--- src/rtl/usb_fs_out_buf_ctrl_pkg.sv ---
// Shared types and constants for the full-speed OUT buffer controller.
// Buffer geometry lives here because the receive record layout depends on it.
package usb_out_ctrl_pkg;

    localparam int unsigned NumBufs           = 8;
    localparam int unsigned MaxOutPktSizeByte = 32;
    localparam int unsigned PktW              = $clog2(MaxOutPktSizeByte);
    localparam int unsigned BufIdW            = $clog2(NumBufs);
    localparam int unsigned CrcBytes          = 2;

    typedef enum logic {
        StIdle = 1'b0,
        StRcv  = 1'b1
    } state_e;

    typedef struct packed {
        logic [BufIdW-1:0] buf_id;
        logic [3:0]        ep;
        logic              setup;
        logic [PktW:0]     size;
    } rx_rec_t;

    localparam int unsigned RecW = $bits(rx_rec_t);

    // Received byte count minus the trailing CRC16, floored at zero.
    function automatic logic [PktW:0] payload_size(input logic [PktW+1:0] cnt);
        if (cnt >= (PktW + 2)'(CrcBytes)) begin
            return (PktW + 1)'(cnt - (PktW + 2)'(CrcBytes));
        end
        return '0;
    endfunction

endpackage

--- src/rtl/usb_fs_out_buf_ctrl_if.sv ---
// Software-side register interface: free-buffer push and completion-record pop.
interface usb_fs_out_buf_ctrl_if
    import usb_out_ctrl_pkg::*;
#(
    parameter int unsigned RxDepthW = 3
);
    logic                av_push_i;
    logic [BufIdW-1:0]   av_buf_i;
    logic                av_full_o;
    logic                av_overflow_o;
    logic                rx_pop_i;
    logic                rx_valid_o;
    logic [BufIdW-1:0]   rx_buf_o;
    logic [3:0]          rx_ep_o;
    logic                rx_setup_o;
    logic [PktW:0]       rx_size_o;
    logic [RxDepthW-1:0] rx_depth_o;

    modport master (
        output av_push_i, av_buf_i, rx_pop_i,
        input  av_full_o, av_overflow_o, rx_valid_o, rx_buf_o, rx_ep_o,
               rx_setup_o, rx_size_o, rx_depth_o
    );

    modport slave (
        input  av_push_i, av_buf_i, rx_pop_i,
        output av_full_o, av_overflow_o, rx_valid_o, rx_buf_o, rx_ep_o,
               rx_setup_o, rx_size_o, rx_depth_o
    );
endinterface

--- src/rtl/usb_fs_out_buf_ctrl_sync_fifo.sv ---
// Registered synchronous FIFO with occupancy output; reads zero when empty.
module usb_fs_sync_fifo #(
    parameter int unsigned Width = 8,
    parameter int unsigned Depth = 4,
    localparam int unsigned DepthW = $clog2(Depth + 1)
) (
    input  logic              clk_48mhz_i,
    input  logic              rst_i,
    input  logic              push,
    input  logic [Width-1:0]  wdata,
    input  logic              pop,
    output logic [Width-1:0]  rdata,
    output logic [DepthW-1:0] depth
);
    localparam int unsigned    PtrW    = (Depth > 1) ? $clog2(Depth) : 1;
    localparam logic [PtrW-1:0] LastPtr = PtrW'(Depth - 1);

    logic [Width-1:0]  mem_q [Depth];
    logic [PtrW-1:0]   rptr_q;
    logic [PtrW-1:0]   wptr_q;
    logic [DepthW-1:0] cnt_q;
    logic              empty;
    logic              full;
    logic              do_push;
    logic              do_pop;

    assign empty   = (cnt_q == '0);
    assign full    = (cnt_q == DepthW'(Depth));
    assign do_pop  = pop & ~empty;
    // A pop frees the slot in the same cycle, so push into a full FIFO is kept then.
    assign do_push = push & (~full | do_pop);

    always_ff @(posedge clk_48mhz_i) begin
        if (rst_i) begin
            rptr_q <= '0;
            wptr_q <= '0;
            cnt_q  <= '0;
        end else begin
            if (do_push) wptr_q <= (wptr_q == LastPtr) ? '0 : wptr_q + PtrW'(1);
            if (do_pop)  rptr_q <= (rptr_q == LastPtr) ? '0 : rptr_q + PtrW'(1);
            cnt_q <= cnt_q + DepthW'(do_push) - DepthW'(do_pop);
        end
    end

    always_ff @(posedge clk_48mhz_i) begin
        if (do_push) mem_q[wptr_q] <= wdata;
    end

    assign rdata = empty ? '0 : mem_q[rptr_q];
    assign depth = cnt_q;

endmodule

--- src/rtl/usb_fs_out_buf_ctrl.sv ---
// OUT buffer/receive-queue controller between the FS packet engine and packet SRAM.
// Optional build macro USB_OUT_SETUP_RSV_EN reserves one receive slot for SETUP.
module usb_fs_out_buf_ctrl
    import usb_out_ctrl_pkg::*;
#(
    parameter int unsigned NumOutEps = 4,
    parameter int unsigned AvDepth   = 4,
    parameter int unsigned RxDepth   = 4
) (
    input  logic                    clk_48mhz_i,
    input  logic                    rst_i,
    input  logic                    link_reset_i,
    input  logic [NumOutEps-1:0]    rx_enable_i,
    input  logic [3:0]              out_ep_current_i,
    input  logic                    out_ep_newpkt_i,
    input  logic                    out_ep_data_put_i,
    input  logic [PktW-1:0]         out_ep_put_addr_i,
    input  logic [7:0]              out_ep_data_i,
    input  logic                    out_ep_acked_i,
    input  logic                    out_ep_rollback_i,
    input  logic [NumOutEps-1:0]    out_ep_setup_i,
    output logic [NumOutEps-1:0]    out_ep_full_o,
    output logic                    buf_we_o,
    output logic [BufIdW+PktW-1:0]  buf_waddr_o,
    output logic [7:0]              buf_wdata_o,
    usb_fs_out_buf_ctrl_if.slave    sw
);
    localparam int unsigned CntW     = PktW + 2;
    localparam int unsigned AvDepthW = $clog2(AvDepth + 1);
    localparam int unsigned RxDepthW = $clog2(RxDepth + 1);
    localparam int unsigned EpIdxW   = (NumOutEps > 1) ? $clog2(NumOutEps) : 1;
    localparam logic [CntW-1:0] CntSat = CntW'(MaxOutPktSizeByte + CrcBytes);
    localparam logic [CntW-1:0] CntMax = CntW'(MaxOutPktSizeByte);

    state_e              state_q;
    logic                have_buf_q;
    logic [BufIdW-1:0]   cur_buf_q;
    logic [CntW-1:0]     byte_cnt_q;
    logic                av_overflow_q;

    logic [BufIdW-1:0]   av_head;
    logic [AvDepthW-1:0] av_depth;
    logic                av_full;
    logic                av_pop;
    rx_rec_t             rx_rec;
    rx_rec_t             rx_head;
    logic [RxDepthW-1:0] rx_depth;
    logic                rx_push;
    logic                rx_at_cap;
    logic                ep_in_range;
    logic                setup_cur;
    logic                cnt_inc;

    assign av_full     = (av_depth == AvDepthW'(AvDepth));
    assign av_pop      = (state_q == StIdle) & ~have_buf_q & (av_depth != '0);
    assign rx_at_cap   = (rx_depth == RxDepthW'(RxDepth));
    assign ep_in_range = ({1'b0, out_ep_current_i} < 5'(NumOutEps));
    assign setup_cur   = ep_in_range & out_ep_setup_i[EpIdxW'(out_ep_current_i)];
    assign cnt_inc     = out_ep_data_put_i & have_buf_q & (byte_cnt_q != CntSat);

    // Completion is only queued for a live packet that owns a buffer.
    assign rx_push = (state_q == StRcv) & out_ep_acked_i & ~out_ep_rollback_i
                   & have_buf_q & ~link_reset_i;

    always_comb begin
        rx_rec        = '0;
        rx_rec.buf_id = cur_buf_q;
        rx_rec.ep     = out_ep_current_i;
        rx_rec.setup  = setup_cur;
        rx_rec.size   = payload_size(byte_cnt_q);
    end

    usb_fs_sync_fifo #(
        .Width (BufIdW),
        .Depth (AvDepth)
    ) u_av_fifo (
        .clk_48mhz_i (clk_48mhz_i),
        .rst_i       (rst_i),
        .push        (sw.av_push_i),
        .wdata       (sw.av_buf_i),
        .pop         (av_pop),
        .rdata       (av_head),
        .depth       (av_depth)
    );

    usb_fs_sync_fifo #(
        .Width (RecW),
        .Depth (RxDepth)
    ) u_rx_fifo (
        .clk_48mhz_i (clk_48mhz_i),
        .rst_i       (rst_i),
        .push        (rx_push),
        .wdata       (rx_rec),
        .pop         (sw.rx_pop_i),
        .rdata       (rx_head),
        .depth       (rx_depth)
    );

`ifdef USB_OUT_SETUP_RSV_EN
    logic rx_at_rsv;
    assign rx_at_rsv = (rx_depth >= RxDepthW'(RxDepth - 1));

    // SETUP bypasses the enable and may use the last slot; everything else stops one early.
    always_comb begin
        out_ep_full_o = '1;
        for (int e = 0; e < NumOutEps; e++) begin
            if (setup_cur && (4'(e) == out_ep_current_i)) begin
                out_ep_full_o[e] = ~have_buf_q | rx_at_cap;
            end else begin
                out_ep_full_o[e] = ~have_buf_q | ~rx_enable_i[e] | rx_at_rsv;
            end
        end
    end
`else
    always_comb begin
        out_ep_full_o = '1;
        for (int e = 0; e < NumOutEps; e++) begin
            out_ep_full_o[e] = ~have_buf_q | ~rx_enable_i[e] | rx_at_cap;
        end
    end
`endif

    assign buf_we_o    = out_ep_data_put_i & (state_q == StRcv) & have_buf_q
                       & (byte_cnt_q < CntMax);
    assign buf_waddr_o = {cur_buf_q, out_ep_put_addr_i};
    assign buf_wdata_o = out_ep_data_i;

    // Receive FSM, buffer ownership and byte counter.
    always_ff @(posedge clk_48mhz_i) begin
        if (rst_i) begin
            state_q       <= StIdle;
            have_buf_q    <= 1'b0;
            cur_buf_q     <= '0;
            byte_cnt_q    <= '0;
            av_overflow_q <= 1'b0;
        end else begin
            av_overflow_q <= sw.av_push_i & av_full & ~av_pop;
            if (av_pop) begin
                have_buf_q <= 1'b1;
                cur_buf_q  <= av_head;
            end
            if (link_reset_i) begin
                state_q    <= StIdle;
                byte_cnt_q <= '0;
            end else begin
                case (state_q)
                    StIdle: begin
                        if (out_ep_newpkt_i) begin
                            state_q    <= StRcv;
                            byte_cnt_q <= '0;
                        end
                    end
                    StRcv: begin
                        if (out_ep_rollback_i) begin
                            state_q    <= StIdle;
                            byte_cnt_q <= '0;
                        end else if (out_ep_acked_i) begin
                            state_q    <= StIdle;
                            have_buf_q <= 1'b0;
                            byte_cnt_q <= '0;
                        end else if (out_ep_newpkt_i) begin
                            byte_cnt_q <= '0;
                        end else if (cnt_inc) begin
                            byte_cnt_q <= byte_cnt_q + CntW'(1);
                        end
                    end
                    default: state_q <= StIdle;
                endcase
            end
        end
    end

    assign sw.av_full_o     = av_full;
    assign sw.av_overflow_o = av_overflow_q;
    assign sw.rx_valid_o    = (rx_depth != '0);
    assign sw.rx_buf_o      = rx_head.buf_id;
    assign sw.rx_ep_o       = rx_head.ep;
    assign sw.rx_setup_o    = rx_head.setup;
    assign sw.rx_size_o     = rx_head.size;
    assign sw.rx_depth_o    = rx_depth;

endmodule

--- src/flat_wrapper.sv ---
// flat-port wrapper written by rule: the top's interface ports become plain ports
module usb_fs_out_buf_ctrl_flat import usb_out_ctrl_pkg::*;
#(
    parameter int unsigned NumOutEps = 4,
    parameter int unsigned AvDepth   = 4,
    parameter int unsigned RxDepth   = 4
)
  (clk_48mhz_i, rst_i, link_reset_i, rx_enable_i, out_ep_current_i, out_ep_newpkt_i, out_ep_data_put_i, out_ep_put_addr_i, out_ep_data_i, out_ep_acked_i, out_ep_rollback_i, out_ep_setup_i, out_ep_full_o, buf_we_o, buf_waddr_o, buf_wdata_o, sw_av_push_i, sw_av_buf_i, sw_rx_pop_i, sw_av_full_o, sw_av_overflow_o, sw_rx_valid_o, sw_rx_buf_o, sw_rx_ep_o, sw_rx_setup_o, sw_rx_size_o, sw_rx_depth_o);
  usb_fs_out_buf_ctrl_if sw_i ();
  input  logic clk_48mhz_i;
  input  logic rst_i;
  input  logic link_reset_i;
  input  logic [NumOutEps-1:0] rx_enable_i;
  input  logic [3:0] out_ep_current_i;
  input  logic out_ep_newpkt_i;
  input  logic out_ep_data_put_i;
  input  logic [PktW-1:0] out_ep_put_addr_i;
  input  logic [7:0] out_ep_data_i;
  input  logic out_ep_acked_i;
  input  logic out_ep_rollback_i;
  input  logic [NumOutEps-1:0] out_ep_setup_i;
  output logic [NumOutEps-1:0] out_ep_full_o;
  output logic buf_we_o;
  output logic [BufIdW+PktW-1:0] buf_waddr_o;
  output logic [7:0] buf_wdata_o;
  input wire logic [$bits(sw_i.av_push_i)-1:0] sw_av_push_i;
  input wire logic [$bits(sw_i.av_buf_i)-1:0] sw_av_buf_i;
  input wire logic [$bits(sw_i.rx_pop_i)-1:0] sw_rx_pop_i;
  output wire logic [$bits(sw_i.av_full_o)-1:0] sw_av_full_o;
  output wire logic [$bits(sw_i.av_overflow_o)-1:0] sw_av_overflow_o;
  output wire logic [$bits(sw_i.rx_valid_o)-1:0] sw_rx_valid_o;
  output wire logic [$bits(sw_i.rx_buf_o)-1:0] sw_rx_buf_o;
  output wire logic [$bits(sw_i.rx_ep_o)-1:0] sw_rx_ep_o;
  output wire logic [$bits(sw_i.rx_setup_o)-1:0] sw_rx_setup_o;
  output wire logic [$bits(sw_i.rx_size_o)-1:0] sw_rx_size_o;
  output wire logic [$bits(sw_i.rx_depth_o)-1:0] sw_rx_depth_o;
  assign sw_i.av_push_i = sw_av_push_i;
  assign sw_i.av_buf_i = sw_av_buf_i;
  assign sw_i.rx_pop_i = sw_rx_pop_i;
  assign sw_av_full_o = sw_i.av_full_o;
  assign sw_av_overflow_o = sw_i.av_overflow_o;
  assign sw_rx_valid_o = sw_i.rx_valid_o;
  assign sw_rx_buf_o = sw_i.rx_buf_o;
  assign sw_rx_ep_o = sw_i.rx_ep_o;
  assign sw_rx_setup_o = sw_i.rx_setup_o;
  assign sw_rx_size_o = sw_i.rx_size_o;
  assign sw_rx_depth_o = sw_i.rx_depth_o;
  usb_fs_out_buf_ctrl #(.NumOutEps(NumOutEps), .AvDepth(AvDepth), .RxDepth(RxDepth)) u_core (.clk_48mhz_i(clk_48mhz_i), .rst_i(rst_i), .link_reset_i(link_reset_i), .rx_enable_i(rx_enable_i), .out_ep_current_i(out_ep_current_i), .out_ep_newpkt_i(out_ep_newpkt_i), .out_ep_data_put_i(out_ep_data_put_i), .out_ep_put_addr_i(out_ep_put_addr_i), .out_ep_data_i(out_ep_data_i), .out_ep_acked_i(out_ep_acked_i), .out_ep_rollback_i(out_ep_rollback_i), .out_ep_setup_i(out_ep_setup_i), .out_ep_full_o(out_ep_full_o), .buf_we_o(buf_we_o), .buf_waddr_o(buf_waddr_o), .buf_wdata_o(buf_wdata_o), .sw(sw_i));
endmodule
--- config.mk ---
export PLATFORM = sky130hd
export DESIGN_NAME = usb_fs_out_buf_ctrl_flat
export DESIGN_NICKNAME = d
export VERILOG_FILES = /design/src/rtl/usb_fs_out_buf_ctrl_pkg.sv /design/src/rtl/usb_fs_out_buf_ctrl_if.sv /design/src/rtl/usb_fs_out_buf_ctrl_sync_fifo.sv /design/src/rtl/usb_fs_out_buf_ctrl.sv /design/src/flat_wrapper.sv
export SDC_FILE = /design/constraint.sdc
export NUM_CORES = 1
export LEC_CHECK = 0
export ABC_CLOCK_PERIOD_IN_PS = 2200
export BUFFER_PORTS_ARGS = -buffer_cell sky130_fd_sc_hd__buf_2
export CAP_MARGIN = 20
export CORE_MARGIN = 10
export CORE_UTILIZATION = 40
export DETAILED_ROUTE_END_ITERATION = 6
export PLACE_DENSITY = 0.73
export SLEW_MARGIN = 25
export SYNTH_ARGS = -nofsm -noshare
export SYNTH_HDL_FRONTEND = slang
export SYNTH_SLANG_ARGS = --single-unit
--- constraint.sdc ---
create_clock -name clk_48mhz_i -period 2.2 [get_ports clk_48mhz_i]
set_input_delay 0.11 -clock clk_48mhz_i [delete_from_list [all_inputs] [get_ports clk_48mhz_i]]
set_output_delay 0.11 -clock clk_48mhz_i [all_outputs]
set_load 0.02 [all_outputs]
==> results.sh, run 1 <==
export IMPL_outcome="finished, final reports clean"
export IMPL_synth_top_area_share_pct=47.1
export IMPL_antenna_cells=0
export IMPL_numCtsBuffers=9
export IMPL_syn_area_per_cell_sq_um=13.8
export IMPL_dp_slack_ns=0.0462
export IMPL_fin_crit_ns=2.10
export IMPL_grt_use_total_pct=10.7
export IMPL_grt_max_degree=22
export IMPL_post_route_util_pct=48.5
export IMPL_routed_wl_mm=8.11
export IMPL_firstDrtPassIters=4
export IMPL_cts_buffer_depth=2
export IMPL_area_growth_pct=17.2
export IMPL_start_util_pct=41.4
export IMPL_vias=2597
export IMPL_crit_arrival_ns=2.35
export IMPL_skew_ns=0.0115
export IMPL_worst_slew_pin_slew_ns=0.548
export IMPL_port_buffers=51
export IMPL_synthArstFlopShare_pct=0
export IMPL_route_detailed_drc=0
export IMPL_dp_hpwl_mm=5.66
export IMPL_synth_top_area_cell="edfxtp_1"
export IMPL_yosys_top_cells_area="edfxtp_1 (47%), dfxtp_1 (13%), mux4_2 (8.8%), ha_1 (4.6%), buf_4 (2.8%)"
export IMPL_cts_root_buf="clkbuf_8"
export IMPL_synth_edf_count=68
export IMPL_worstSkewPairLatency_ns=0.36
export IMPL_grt_pass1_vias=2679
export IMPL_routedWlPerCell_um=15.8
export IMPL_clkTransAtPathRegs_ns=0.10
export IMPL_crit_type="reg -> reg"
export IMPL_die_area_sq_mm=0.0154
export IMPL_antenna_found_initial=0
export IMPL_p_leak_nw=1.97
export IMPL_syn_inst=313
export IMPL_ys_flop_type="edfxtp_1"
export IMPL_core_sq_mm=0.0105
export IMPL_cts_tree="yes"
export IMPL_die_x_um=124
export IMPL_drtIter0Drc=142
export IMPL_critical_path_required_ns=2.44
export IMPL_hold_viol=0
export IMPL_dp_cells=488
export IMPL_finalWorstSetupSlack_ns=0.0985
export IMPL_critPathMaxFanout=5
export IMPL_synth_net_count=368
export IMPL_synth_seq_cells=97
export IMPL_synth_cell_types=48
export IMPL_fin_cells=514
export IMPL_hp_class="in -> reg"
export IMPL_nNetsFinal=428
export IMPL_antenna_left=0
export IMPL_grt_pass1_wl_mm=13.0
export IMPL_fillCellCount=914
export IMPL_viasPerCell=5.05
export IMPL_grt_ovfl_total=0
export IMPL_report_final_slew_viol_count=0
export IMPL_rsz0062_at_grt="yes"
export IMPL_cp_end_kind="register"
export IMPL_die_height_um=124
export IMPL_io_pins=78
export IMPL_setup_violations=0
export IMPL_cellPowerDensity_mw_per_mm2=988
export IMPL_ys_seq_area_share_pct=60.5
export IMPL_routabilityCongestion=0.807
export IMPL_peakVddDrop_mv=0.627
export IMPL_netlist_area_sq_mm=0.00433
export IMPL_drv_cap=0
export IMPL_start_kind="register"
export IMPL_synth_warnings=0
export IMPL_finalCritPeriodShare_pct=95.5
export IMPL_htreeDepth=3
export IMPL_rows=37
export IMPL_drive_gt1_share_pct=33.3
export IMPL_slew_limit_headroom_pct=63.0
export IMPL_fmax_ghz=0.476
export IMPL_clock_sinks=97
[power breakdown]
part | switching (mW) | total, mW | internal (mW)
Combinational | 0.818 | 1.51 | 0.693
Sequential | 0.168 | 2.28 | 2.11
Clock | 0.668 | 1.23 | 0.559
Total | 1.65 | 5.02 | 3.36
[layer usage]
layer / share of wire [%] / track usage [%] / up-vias / routed length (um)
li1: - / - / 1258 / -
met2: 47 / 17.1 / 76 / 3830
met1: 43 / 13.4 / 1256 / 3510
met3: 8.5 / 3.94 / 7 / 687
met5: 0 / 0 / - / 0
met4: 1.0 / 3.24 / 0 / 82
[path summary, 6_finish.rpt]
path                              startpoint                            to  slack (ns)  depth (start not counted)
hold / removal           out_ep_current_i[0]  u_core.u_rx_fifo.mem_q[1][7]        0.02                          1
hold reg to reg   u_core.u_rx_fifo.rptr_q[1]                      register        0.50                          2
setup reg to reg   u_core.u_rx_fifo.depth[0]     u_core.u_rx_fifo.depth[2]         0.1                          9
setup / recovery   u_core.u_rx_fifo.depth[0]     u_core.u_rx_fifo.depth[2]         0.1                          9
[worst max-delay path, stage by stage (launching register included)]
cell and delay (ns):
dfxtp_2 0.35, or4b_4 0.51, and3_4 0.20, a21o_1 0.16, ha_2 0.17, inv_2 0.05, fa_2 0.20, xor2_2 0.15
xnor2_1 0.14, nor2_1 0.06
[state kept, by name, indices dropped and copies added, names as in the netlist, 2 cells and up, named ones only]
signal                   count
u_core.byte_cnt_q            7
u_core.cur_buf_q             3
u_core.u_av_fifo.depth       3
u_core.u_av_fifo.mem_q      12
u_core.u_av_fifo.rptr_q      2
u_core.u_av_fifo.wptr_q      2
u_core.u_rx_fifo.depth       3
u_core.u_rx_fifo.mem_q      56
u_core.u_rx_fifo.rptr_q      2
u_core.u_rx_fifo.wptr_q      2
[cell type report]
cell class / instances / area [sq um] / share of cell area (%)
Multi-Input combinational cell: 176 / 1540 / 30.3
Timing Repair Buffer: 78 / 478 / 9.41
Clock inverter: 7 / 95.1 / 1.87
Inverter: 11 / 41.3 / 0.813
Clock buffer: 9 / 124 / 2.44
Tap cell: 136 / 170 / 3.35
Sequential cell: 97 / 2630 / 51.8
[repair_timing]
item,4_1_cts,5_1_grt
hold buffers,7,0
endpoints found under the setup margin,0,2
endpoints found under the hold margin,25,0
setup buffers,0,3
resized for setup,0,7
[synthesized netlist by cell type (2+ instances only)]
| library cell | n |
|---|---|
| nor2_1 | 23 |
| or3_1 | 4 |
| nand3_1 | 6 |
| and2_1 | 18 |
| and3_1 | 6 |
| edfxtp_1 | 68 |
| nor2b_1 | 4 |
| fa_1 | 2 |
| mux2i_1 | 8 |
| a21oi_1 | 6 |
| o31ai_1 | 2 |
| nor3b_1 | 2 |
| o211ai_1 | 3 |
| nand2_1 | 14 |
| inv_1 | 11 |
| a21boi_0 | 2 |
| dfxtp_1 | 29 |
| clkbuf_1 | 8 |
| nor3_1 | 8 |
| xnor2_1 | 5 |
| mux4_2 | 17 |
| ha_1 | 16 |
| buf_2 | 5 |
| nor4_1 | 2 |
| o21ai_0 | 5 |
| a21o_1 | 2 |
| buf_4 | 16 |
[stage by stage]
stage | instance area [sq um] | setup TNS [ns] | total power [mW] | hold slack, ns
after floorplan | 4380 | 0 | 3.38 | 0.189
after global placement | 4740 | 0 | 3.75 | 0.220
after detailed placement | 4740 | 0 | 3.79 | 0.220
after CTS | 5030 | 0 | 5.03 | 0.00498
after global routing | 5080 | -0.0386 | 5.31 | 0.0298
final | 5080 | 0 | 5.02 | 0.0196
[logic make-up after synthesis]
family | Yosys count | synth area share (%)
buf+inv | 40 | 4.99
simple gates | 99 | 12.7
xor+xnor | 6 | 1.21
fa+ha+maj | 18 | 5.54
compound gates | 28 | 4.39
flops | 97 | 60.5
mux | 25 | 10.7
[layout by cell type, fill, tap and decap left out, drive strengths merged, types with 3 or more instances in the layout]
| master | count |
|---|---|
| a21boi | 3 |
| a21oi | 6 |
| and2 | 18 |
| and3 | 6 |
| buf | 71 |
| clkbuf | 9 |
| clkinv | 3 |
| dfxtp | 29 |
| dlygate4sd3 | 6 |
| edfxtp | 68 |
| ha | 16 |
| inv | 14 |
| mux2i | 8 |
| mux4 | 17 |
| nand2 | 14 |
| nand3 | 6 |
| nor2 | 23 |
| nor2b | 4 |
| nor3 | 8 |
| o211ai | 3 |
| o21ai | 5 |
| o31ai | 3 |
| or3 | 4 |
| xnor2 | 5 |
Note: power is estimated with default switching activity, not from simulation.
==> run 2: changes to the inputs <==
CELL_PAD_IN_SITES_DETAIL_PLACEMENT = 0   (was not set)
CELL_PAD_IN_SITES_GLOBAL_PLACEMENT = 1   (was not set)
PLACE_DENSITY = 0.84   (was 0.73)
==> run 2 against run 1 <==
Sequential share of layout area increased by 0.46 points; critical endpoint unchanged; critical path type unchanged; hold slack improved by 0.011 ns; first-iteration DRC count down 12%; core utilization fell by 0.41 points; maximum frequency increased by 1.6%.
==> results.sh, run 2 (synthesis results as in run 1) <==
export IMPL_reg_top3="u_core.u_rx_fifo.mem_q: 56 flops, u_core.u_av_fifo.mem_q: 12 flops, u_core.byte_cnt_q: 7 flops"
export IMPL_port_buffers=51
export IMPL_firstDrtPassIters=4
export IMPL_reg2reg_from="u_core.u_rx_fifo.depth[0]"
export IMPL_p_leak_nw=1.94
export IMPL_antenna_left=0
export IMPL_critical_path_slowest_cell="or4b_4"
export IMPL_viasPerCell=5.10
export IMPL_drtIter0Drc=125
export IMPL_worstSkewPairLatency_ns=0.37
export IMPL_cp_num_buf_inv=1
export IMPL_area_growth_pct=16.2
export IMPL_antenna_found_initial=0
export IMPL_start_kind="register"
export IMPL_report_final_slew_viol_count=0
export IMPL_critPathTopFamily="simple AND/OR/NAND/NOR gates"
export IMPL_worst_slew_pin_slew_ns=0.574
export IMPL_outcome="finished, final reports clean"
export IMPL_route_detailed_drc=0
export IMPL_timing_rr_end="u_core.u_rx_fifo.depth[2]"
export IMPL_final_cell_mix="edfxtp_1 (68), buf_2 (51), nor2_1 (23), dfxtp_1 (23)"
export IMPL_fin_crit_ns=2.07
export IMPL_vias=2612
export IMPL_dp_cells=488
export IMPL_critical_path_required_ns=2.45
export IMPL_die_height_um=124
export IMPL_htreeDepth=3
export IMPL_worstSetupPathDepth=9
export IMPL_final_common_cell="edfxtp_1"
export IMPL_slew_limit_headroom_pct=61.2
export IMPL_routabilityCongestion=0.771
export IMPL_core_sq_mm=0.0105
export IMPL_hp_class="in -> reg"
export IMPL_finalCritPeriodShare_pct=94.0
export IMPL_skew_ns=0.0113
export IMPL_clkTransAtPathRegs_ns=0.09
export IMPL_grt_pass1_vias=2677
export IMPL_io_pins=78
export IMPL_worstRegToRegCells=9
export IMPL_numCtsBuffers=9
export IMPL_place_area_sq_mm=0.00474
export IMPL_setup_violations=0
export IMPL_die_area_sq_mm=0.0154
export IMPL_grt_pass1_wl_mm=13.1
export IMPL_drv_cap=0
export IMPL_grt_max_degree=22
export IMPL_routed_wl_mm=8.07
export IMPL_crit_arrival_ns=2.31
export IMPL_peakVddDrop_mv=0.701
export IMPL_crit_chain="or4b_4 -> and3_4 -> a21o_1 -> ha_2 -> inv_2 -> fa_2 -> xor2_2 -> xnor2_1 -> nor2_1"
export IMPL_die_x_um=124
export IMPL_power_mw=4.89
export IMPL_nNetsFinal=426
export IMPL_cts_tree="yes"
export IMPL_cts_root_buf="clkbuf_8"
export IMPL_r2r_slack_ns=0.13
export IMPL_cellPowerDensity_mw_per_mm2=972
export IMPL_drive_gt1_share_pct=33.2
export IMPL_rows=37
export IMPL_critPathMaxFanout=5
export IMPL_routedWlPerCell_um=15.8
export IMPL_slowest_delay_ns=0.50
export IMPL_fillCellCount=947
export IMPL_hold_worst_slack_ns=0.0304
export IMPL_antenna_cells=0
export IMPL_cp_end_kind="register"
export IMPL_largest_register="u_core.u_rx_fifo.mem_q"
export IMPL_dp_hpwl_mm=5.76
export IMPL_fin_cells=512
export IMPL_fmax_ghz=0.483
export IMPL_post_route_util_pct=48.1
export IMPL_largest_reg_flops=56
export IMPL_hold_viol=0
export IMPL_crit_type="reg -> reg"
export IMPL_grt_ovfl_total=0
export IMPL_crit_path_end="u_core.u_rx_fifo.depth[2]"
export IMPL_startpoint="u_core.u_rx_fifo.depth[0]"
export IMPL_fin_area_sq_mm=0.00504
export IMPL_grt_use_total_pct=10.8
export IMPL_clock_sinks=97
export IMPL_start_util_pct=41.4
export IMPL_cts_buffer_depth=2
[run 2: cell count changes in the layout (fill, tap and decap cells not counted), sizes merged]
cell,change
bufinv,-1
buf,-2
dlygate4sd3,+1
dlymetal6s4s,-1
inv,+1
[run 2: final cells by class]
| type | instances | area (sq um) | share of cell area (%) |
|---|---|---|---|
| flip-flops and latches | 97 | 2630 | 52.3 |
| repair buffers | 76 | 460 | 9.14 |
| clock buffers | 9 | 124 | 2.46 |
| multi-input cells | 176 | 1550 | 30.7 |
| clock inverters | 7 | 61.3 | 1.22 |
| inverters | 11 | 41.3 | 0.820 |
| well taps | 136 | 170 | 3.38 |
[run 2: repair_timing]
item / in CTS / in global routing
gates resized for setup: 0 / 9
hold endpoints to repair: 25 / 0
endpoints found under the setup margin: 0 / 2
buffers inserted: 0 / 1
hold buffers: 7 / 0
[run 2: per-layer routing]
metal  part of all wire, %  track usage (%)  vias up
met5                     0                0        -
met4                   1.6             4.53        0
met3                   7.5             3.35        9
met2                    47             17.0       79
met1                    44             13.6     1272
li1                      -                -     1252
[run 2: worst reg2reg max path: cells and delay by family (launching register included)]
kind	cells	cell delay [ns]
AND/OR/NAND/NOR	3	0.74
adder cells (fa/ha/maj)	2	0.37
flip-flops	1	0.35
XOR/XNOR	2	0.28
AO/OA/AOI/OAI	1	0.15
buffers and inverters	1	0.05
[run 2: metrics by stage]
stage          worst slack, ns  setup TNS [ns]
2_1_floorplan           0.0164               0
3_3_place_gp             0.126               0
3_5_place_dp            0.0678               0
4_1_cts                 0.0467               0
5_1_grt                -0.0165         -0.0165
6_report                 0.132               0
[run 2: worst min-delay path by stage]
stage                               startpoint                           end  cells after the start
after floorplan                   link_reset_i                u_core.state_q                      1
after global placement    out_ep_put_addr_i[1]                buf_waddr_o[1]                      0
after detailed placement  out_ep_put_addr_i[1]                buf_waddr_o[1]                      0
after CTS                  out_ep_current_i[0]  u_core.u_rx_fifo.mem_q[1][7]                      1
after global routing       out_ep_current_i[0]  u_core.u_rx_fifo.mem_q[1][7]                      1
final                      out_ep_current_i[0]  u_core.u_rx_fifo.mem_q[0][7]                      1
[run 2: power breakdown]
group / internal, mW / leakage, nW / switching, mW / total, mW
clock network: 0.435 / 0.0957 / 0.657 / 1.09
registers: 2.11 / 0.894 / 0.170 / 2.28
logic: 0.711 / 0.951 / 0.810 / 1.52
total: 3.26 / 1.94 / 1.64 / 4.89
